$ cat config.mk
export PLATFORM = sky130hd
export DESIGN_NAME = rapid_mem_arbiter
export DESIGN_NICKNAME = d
export VERILOG_FILES = /design/src/rtl/rapid_mem_arbiter.sv
export SDC_FILE = /design/constraint.sdc
export NUM_CORES = 1
export LEC_CHECK = 0
export CAP_MARGIN = 10
export CORE_UTILIZATION = 30
export DETAILED_ROUTE_END_ITERATION = 10
export PLACE_DENSITY = 0.64
export SKIP_CTS_REPAIR_TIMING = 1
export SLEW_MARGIN = 20
export SYNTH_ARGS = -nofsm -noshare
export SYNTH_HDL_FRONTEND = slang
export SYNTH_SLANG_ARGS = --single-unit
$ cat constraint.sdc
create_clock -name i_clk -period 2.6 [get_ports i_clk]
set_input_delay 0.39 -clock i_clk [delete_from_list [all_inputs] [get_ports i_clk]]
set_output_delay 0.39 -clock i_clk [all_outputs]
set_load 0.005 [all_outputs]
$ cat src/rtl/rapid_mem_arbiter.sv
// Instruction-fetch / data-port arbiter onto one acked RAM bus,
// with a one-word instruction line buffer and an ack timeout.
module rapid_mem_arbiter #(
   parameter int XLEN        = 32,
   parameter int ADDR_W      = 32,
   parameter int ACK_TIMEOUT = 15
) (
   input  logic              i_clk,
   input  logic              i_reset,
   input  logic [ADDR_W-1:0] i_if_address,
   input  logic              i_if_req,
   output logic [XLEN-1:0]   o_if_data,
   output logic              o_if_valid,
   input  logic [ADDR_W-1:0] i_mmu_address,
   input  logic [XLEN-1:0]   i_mmu_output_data,
   input  logic              i_mmu_we,
   input  logic              i_mmu_re,
   output logic [XLEN-1:0]   o_mmu_input_data,
   output logic              o_mmu_ready,
   output logic [ADDR_W-1:0] o_ram_addr,
   output logic [XLEN-1:0]   o_ram_wdata,
   output logic              o_ram_en,
   output logic              o_ram_we,
   input  logic [XLEN-1:0]   i_ram_rdata,
   input  logic              i_ram_ack,
   output logic              o_bus_error
);
   localparam int TW = ADDR_W - 2;
   localparam logic [XLEN-1:0] NOP = XLEN'(32'h0000_0013);
   localparam logic [3:0] TO_LAST = 4'(ACK_TIMEOUT - 1);

   typedef enum logic [2:0] {
      S_IDLE, S_DATA, S_INSTR, S_DONE_D, S_DONE_I
   } state_t;

   state_t          state_q, state_d;
   logic            rr_q, rr_d;
   logic            buf_v_q, buf_v_d;
   logic [TW-1:0]   buf_tag_q, buf_tag_d;
   logic [XLEN-1:0] buf_data_q, buf_data_d;
   logic            ram_en_q, ram_en_d;
   logic            ram_we_q, ram_we_d;
   logic [TW-1:0]   ram_tag_q, ram_tag_d;
   logic [XLEN-1:0] ram_wdata_q, ram_wdata_d;
   logic [XLEN-1:0] ld_data_q, ld_data_d;
   logic [XLEN-1:0] if_data_q, if_data_d;
   logic [3:0]      cnt_q, cnt_d;
   logic            bus_err_q, bus_err_d;

   logic [TW-1:0] if_tag, mmu_tag;
   logic          d_req, st_clash, hit, i_req;
   logic          unused_lsbs;

   assign if_tag      = i_if_address[ADDR_W-1:2];
   assign mmu_tag     = i_mmu_address[ADDR_W-1:2];
   assign unused_lsbs = ^{i_if_address[1:0], i_mmu_address[1:0]};
   assign d_req       = i_mmu_we | i_mmu_re;
   // a store to the buffered word makes the buffer untrustworthy now
   assign st_clash    = i_mmu_we && (mmu_tag == buf_tag_q);
   assign hit         = buf_v_q && (if_tag == buf_tag_q) && !st_clash;
   assign i_req       = i_if_req && !hit;

   always_comb begin
      state_d     = state_q;
      rr_d        = rr_q;
      buf_v_d     = buf_v_q;
      buf_tag_d   = buf_tag_q;
      buf_data_d  = buf_data_q;
      ram_en_d    = ram_en_q;
      ram_we_d    = ram_we_q;
      ram_tag_d   = ram_tag_q;
      ram_wdata_d = ram_wdata_q;
      ld_data_d   = ld_data_q;
      if_data_d   = if_data_q;
      cnt_d       = cnt_q;
      bus_err_d   = 1'b0;
      unique case (state_q)
         S_IDLE: begin
            // rr_q=0 favours the data side on contention
            if (d_req && !(i_req && rr_q)) begin
               state_d     = S_DATA;
               rr_d        = 1'b1;
               ram_en_d    = 1'b1;
               ram_we_d    = i_mmu_we;
               ram_tag_d   = mmu_tag;
               ram_wdata_d = i_mmu_output_data;
               cnt_d       = 4'd0;
               if (st_clash) buf_v_d = 1'b0;
            end else if (i_req) begin
               state_d   = S_INSTR;
               rr_d      = 1'b0;
               ram_en_d  = 1'b1;
               ram_we_d  = 1'b0;
               ram_tag_d = if_tag;
               cnt_d     = 4'd0;
            end
         end
         S_DATA, S_INSTR: begin
            if (i_ram_ack) begin
               ram_en_d = 1'b0;
               if (state_q == S_DATA) begin
                  state_d = S_DONE_D;
                  if (!ram_we_q) ld_data_d = i_ram_rdata;
               end else begin
                  state_d    = S_DONE_I;
                  if_data_d  = i_ram_rdata;
                  buf_data_d = i_ram_rdata;
                  buf_tag_d  = ram_tag_q;
                  buf_v_d    = 1'b1;
               end
            end else if (cnt_q == TO_LAST) begin
               ram_en_d  = 1'b0;
               bus_err_d = 1'b1;
               cnt_d     = 4'd0;
               if (state_q == S_DATA) begin
                  state_d = S_DONE_D;
                  if (!ram_we_q) ld_data_d = '0;
               end else begin
                  state_d   = S_DONE_I;
                  if_data_d = NOP;
               end
            end else begin
               cnt_d = cnt_q + 4'd1;
            end
         end
         S_DONE_D, S_DONE_I: state_d = S_IDLE;
         default:            state_d = S_IDLE;
      endcase
   end

   always_ff @(posedge i_clk or negedge i_reset) begin
      if (!i_reset) begin
         state_q     <= S_IDLE;
         rr_q        <= 1'b0;
         buf_v_q     <= 1'b0;
         buf_tag_q   <= '0;
         buf_data_q  <= '0;
         ram_en_q    <= 1'b0;
         ram_we_q    <= 1'b0;
         ram_tag_q   <= '0;
         ram_wdata_q <= '0;
         ld_data_q   <= '0;
         if_data_q   <= '0;
         cnt_q       <= 4'd0;
         bus_err_q   <= 1'b0;
      end else begin
         state_q     <= state_d;
         rr_q        <= rr_d;
         buf_v_q     <= buf_v_d;
         buf_tag_q   <= buf_tag_d;
         buf_data_q  <= buf_data_d;
         ram_en_q    <= ram_en_d;
         ram_we_q    <= ram_we_d;
         ram_tag_q   <= ram_tag_d;
         ram_wdata_q <= ram_wdata_d;
         ld_data_q   <= ld_data_d;
         if_data_q   <= if_data_d;
         cnt_q       <= cnt_d;
         bus_err_q   <= bus_err_d;
      end
   end

   // bus result is only offered while the core still wants that word
   assign o_if_valid = hit ||
      (state_q == S_DONE_I && i_if_req && if_tag == ram_tag_q);
   assign o_if_data        = hit ? buf_data_q : if_data_q;
   assign o_mmu_ready      = (state_q == S_DONE_D) ||
                             (state_q != S_DATA && !d_req);
   assign o_mmu_input_data = ld_data_q;
   assign o_ram_addr       = {ram_tag_q, 2'b00};
   assign o_ram_wdata      = ram_wdata_q;
   assign o_ram_en         = ram_en_q;
   assign o_ram_we         = ram_we_q;
   assign o_bus_error      = bus_err_q;
endmodule

# ---- After elaboration in Yosys (flattened, before gate mapping)
# Index checks and enable logic that the tools add are counted.
dict set report word_totals {
  ff_bits 200
  output_inout_bits 133
  wordCells 102
}
dict set report op_classes {
  add_sub_neg 1
  n_eq_ne 16
  n_mux 40
  bitwise_logic 3
  reduce_logical 29
}
# cell n
set op_table {}
lappend op_table {{32-bit two-way mux} 11}
lappend op_table {{30-bit == test} 3}
lappend op_table {{30-bit two-way mux} 2}
lappend op_table {{4-bit two-way mux} 4}
lappend op_table {{3-bit two-way mux} 5}
lappend op_table {{1-bit two-way mux} 14}
lappend op_table {{3-bit AND reduction} 4}
lappend op_table {{2-bit inequality test (second input constant)} 5}
lappend op_table {{1-bit logical AND} 9}
lappend op_table {{4-bit one-hot mux with 2 select lines} 1}
lappend op_table {{3-bit by 2-bit == test with 1-bit output (second input constant)} 2}
lappend op_table {{3-bit inequality test (second input constant)} 2}
lappend op_table {{3-bit one-hot mux with 2 select lines} 1}
lappend op_table {{2-bit AND reduction} 3}
lappend op_table {{2-bit nonzero test} 3}
lappend op_table {{5-bit AND reduction} 1}
lappend op_table {{4-bit by 1-bit adder with 4-bit output (second input constant)} 1}
lappend op_table {{4-bit == test (second input constant)} 1}
lappend op_table {{1-bit logical NOT} 4}
lappend op_table {{1-bit one-hot mux with 2 select lines} 2}
lappend op_table {{4-bit AND reduction} 1}
lappend op_table {{3-bit by 1-bit == test with 1-bit output (second input constant)} 1}
lappend op_table {{3-bit == test (second input constant)} 1}
lappend op_table {{3-bit logical NOT} 1}
lappend op_table {{other kinds (5)} 7}

# ---- Depth between registers and ports, before layout
dict set report logic_depth {
  word_depth 11
  mapped_depth 9
  depth_no_buf 7
}

# ---- Worst setup path after synthesis
# No wires, ideal clock.
dict set report synth_path {
  path_type {reg2out}
  startpoint {register buf_tag_q[8]}
  endpoint {output o_if_data[10]}
  arrival_time_ns 2.171
  t_required_ns 2.210
  slack_ns 0.039
  stages_incl_launch_ff 7
  cell_sequence {dfrtp_1 xnor2_1 nand4_1 or4_1 o211ai_4 buf_2 mux2_2}
}
dict set report synth_between {
  elab_chain_len 5
  elab_cells_between_ends 7
  classes_between {eq/ne (2); mux (1); reduce/logical (4)}
}
# element line
set synth_lines {}
lappend synth_lines {{from (decl)} 39} ;# logic [TW-1:0] buf_tag_q, buf_tag_d;
lappend synth_lines {{from (signal assigned)} 150} ;# buf_tag_q <= buf_tag_d;
lappend synth_lines {{30-bit == test} 59} ;# assign st_clash = i_mmu_we && (mmu_tag == buf_tag_q);
lappend synth_lines {{1-bit logical AND} 59}
lappend synth_lines {{1-bit logical NOT} 60} ;# assign hit = buf_v_q && (if_tag == buf_tag_q) && !st_clash;
lappend synth_lines {{1-bit logical AND *} 60}
lappend synth_lines {{32-bit two-way mux *} 166} ;# assign o_if_data = hit ? buf_data_q : if_data_q;
lappend synth_lines {{to (decl)} 12} ;# output logic [XLEN-1:0] o_if_data,
# Every way passes the cells marked *; elsewhere a longest branch is shown, timed or not.

# ---- Worst setup path in the final report
dict set report layout_path {
  startpoint {input i_mmu_address[7]}
  endpoint {output o_if_data[30]}
}
dict set report layout_between {
  elab_chain_len 5
}
# element line
set layout_lines {}
lappend layout_lines {{from (decl)} 14} ;# input logic [ADDR_W-1:0] i_mmu_address,
lappend layout_lines {{30-bit == test} 59}
lappend layout_lines {{1-bit logical AND} 59}
lappend layout_lines {{1-bit logical NOT} 60}
lappend layout_lines {{1-bit logical AND} 60}
lappend layout_lines {{32-bit two-way mux} 166}
# Every way passes these cells.

==> flow_summary.json <==
{
  "ctsHtreeMaxLevel": 4,
  "powerDensity_nw_per_um2": 1110,
  "synthSimpleGateAreaFrac": 0.171,
  "finalWorstSetupSlack_ns": -0.758,
  "finalSetupTns_ns": -56.53,
  "grt_max_degree": 71,
  "tightest_slew_ns": 0.602,
  "avgSynthCellArea_um2": 10.4,
  "crit_fanout": 7,
  "syn_to_final_growth_pct": 55.5,
  "m1WireLength_mm": 13.5,
  "dr_wl_met3_mm": 2.40,
  "reg2reg_from": "buf_tag_q[12]",
  "clk_pin_slew_worst_paths_ns": 0.08,
  "maxSlewViolCount": 0,
  "cts-buffers-inserted": 17,
  "async_flop_share": 1.00,
  "fp-row-count": 63,
  "period_needed_ns": 3.36,
  "drive_gt1_frac": 0.216,
  "fp.dieH_um": 177,
  "violations": "negative setup slack",
  "synth.distinct_cells": 39,
  "synth-main-ff-cell": "dfrtp_1",
  "status": "finished, violations left",
  "critical_path_arrival_ns": 2.97,
  "hold_class": "primary input to flip-flop",
  "setup.worst_path.start": "i_mmu_address[7]",
  "r2r_setup_slack_ns": -0.56,
  "worstSkewPairLatency_ns": 0.44,
  "setup_viol": 103,
  "synthAdderAreaFrac": 0,
  "grt_pass1_vias": 7901,
  "cts_num_sinks": 200,
  "cp_common_cell": "buf_12",
  "drtIter0Drc": 450,
  "wl_mm": 30.7,
  "crit_type": "primary input to primary output",
  "start_util": 0.308,
  "synth-xor-area-share": 0.0854,
  "crit_chain": "clkdlybuf4s50_1, xnor2_2, nand4_1, or4_4, o211ai_4, buf_12, buf_12, buf_12, buf_6, mux2_4, buf_6",
  "dr_wl_met2_mm": 14.4,
  "synth_compound_area_frac": 0.0653,
  "tritoncts": "done",
  "clockRootBuffer": "clkbuf_16",
  "drv_cap": 0,
  "synth_area_um2": 9230,
  "final_nets": 1396,
  "hold_violations": 0,
  "synth_cells": 889,
  "diodes": 0,
  "rr_worst_depth": 15,
  "relSlewSlack": 0.599,
  "antenna_found_initial": 0,
  "clock_path_buffers": 2,
  "pin_count": 267,
  "dp_hpwl_mm": 20.7,
  "min_period_over_period": 1.29,
  "core_area_um2": 30000,
  "portBuffers": 260,
  "r2r_end": "o_ram_wdata[26]",
  "rsz0062_at_grt": "true",
  "vias": 7983,
  "via_per_inst": 4.79,
  "gp_congestion": 0.930,
  "ys_ff_latch": 200,
  "grt_pass1_wl_mm": 44.0,
  "max_stage_delay_ns": 0.58,
  "yosys_warnings": 0,
  "die-width_um": 177,
  "fmax_ghz": 0.298,
  "startpoint_type": "primary input",
  "wire_per_inst_um": 18.5,
  "track_usage": 0.184,
  "final_cell_mix": "nand2_1 (289), clkdlybuf4s50_1 (225), dfrtp_1 (200), buf_4 (98), xnor2_1 (49)",
  "synth_mux_area_frac": 0.113,
  "detail-route-antenna-nets": 0,
  "drc_errors": 0,
  "critPathCaptureType": "primary output",
  "cp_slowest_cell": "or4_4",
  "dieArea_um2": 31500,
  "power_leakage_nw": 6.82,
  "synth_edf_count": 0,
  "finalPower_w": 0.0159,
  "max-vdd-ir-drop_v": 0.000556,
  "drt_first_pass_iters": 5,
  "seq_area_frac_synth": 0.542,
  "synth_top_family_by_area": "simple AND/OR/NAND/NOR gates",
  "final_common_cell": "nand2_1",
  "highest_layer": "met4",
  "grt-ovfl-total": 0,
  "crit_end": "o_if_data[30]",
  "skew_ns": 0.0152,
  "required_ns": 2.21
}
[through the flow]
stage | setup slack [ns] | hold slack, ns | area [um^2] | utilization | cells
finish | -0.758 | 0.413 | 14400 | 0.479 | 1665
global route | -0.825 | 0.432 | 14400 | 0.479 | 1665
CTS | -1.07 | -0.0311 | 13600 | 0.455 | 1631
detailed placement | -1.01 | 0.448 | 13000 | 0.434 | 1599
global placement | -0.955 | 0.452 | 13000 | 0.434 | 1599
floorplan | 0.0387 | 0.0944 | 9240 | - | 890
[routing by layer]
metal | vias to the layer above | GRT usage
met5 | - | 0
met4 | 0 | 0.0481
met3 | 29 | 0.0563
met2 | 303 | 0.286
met1 | 3912 | 0.246
li1 | 3739 | -
[synth_stat cells, types with 2 or more instances]
cell type  instances  area, um^2
nor3b_1            2        15.0
or2_2              2        12.5
buf_4              2        15.0
or4_1              2        15.0
or3b_2             2        17.5
mux2_2            36         405
clkbuf_1          25        93.8
o21ai_0           42         210
a22o_1            29         254
mux2_1            29         327
buf_6              3        33.8
nand2b_1           4        25.0
mux2i_1           31         310
nand3_1           10        50.1
xnor2_1           68         596
inv_1              3        11.3
nand4_1           29         181
buf_1              3        11.3
xor2_1            22         193
nor2_1             8        30.0
nor4_2             2        25.0
nor4_1            10        62.6
a21oi_1            3        15.0
o211ai_1           2        15.0
nor3_1             6        30.0
buf_2             10        50.1
nand2_1          290        1090
dfrtp_1          200        5000
o22a_1             4        35.0
[cell families after synthesis]
kind of cell / Yosys count
AOI/OAI and AO/OA: 86
xor gates and xnor gates: 90
buffers and inverters: 46
DFF: 200
muxes: 96
other: 1
and+or+nand+nor: 370
[where the power goes]
group / switching, W / internal, W
registers: 0.00110 / 0.00454
logic: 0.00320 / 0.00423
clock network: 0.00148 / 0.00135
total: 0.00578 / 0.0101
[sequential cells by signal, indices dropped and copies added, names as in the netlist]
register	count
if_data_q	32
rr_q	1
cnt_q	4
state_q	3
o_mmu_input_data	32
o_ram_we	1
ram_tag_q	30
o_ram_wdata	32
buf_v_q	1
o_ram_en	1
o_bus_error	1
buf_data_q	32
buf_tag_q	30
[critical path: cells and delay by family]
kind / cells / cell delay (ns)
buffers and inverters: 6 / 1.10
AND/OR/NAND/NOR: 2 / 0.76
multiplexers: 1 / 0.30
XOR/XNOR: 1 / 0.22
AO/OA/AOI/OAI: 1 / 0.20
[how the worst min path moves through the flow]
stage / from / to / cells after the start
finish: i_mmu_address[12] / ram_tag_q[10] / 3
global route: i_mmu_address[12] / ram_tag_q[10] / 3
CTS: i_reset / o_mmu_input_data[25] / 1
detailed placement: i_reset / if_data_q[25] / 1
global placement: i_reset / buf_data_q[25] / 1
floorplan: i_reset / buf_data_q[0] / 0
[cell type report]
| class | count | area [um^2] |
|---|---|---|
| clock buffers | 17 | 425 |
| flip-flops and latches | 200 | 5000 |
| inverters | 3 | 11.3 |
| clock inverters | 15 | 199 |
| fillers | 2797 | 15600 |
| multi-input cells | 644 | 4350 |
| well taps | 390 | 488 |
| repair buffers | 396 | 3870 |
No activity file was read; power rests on OpenSTA's default activity.
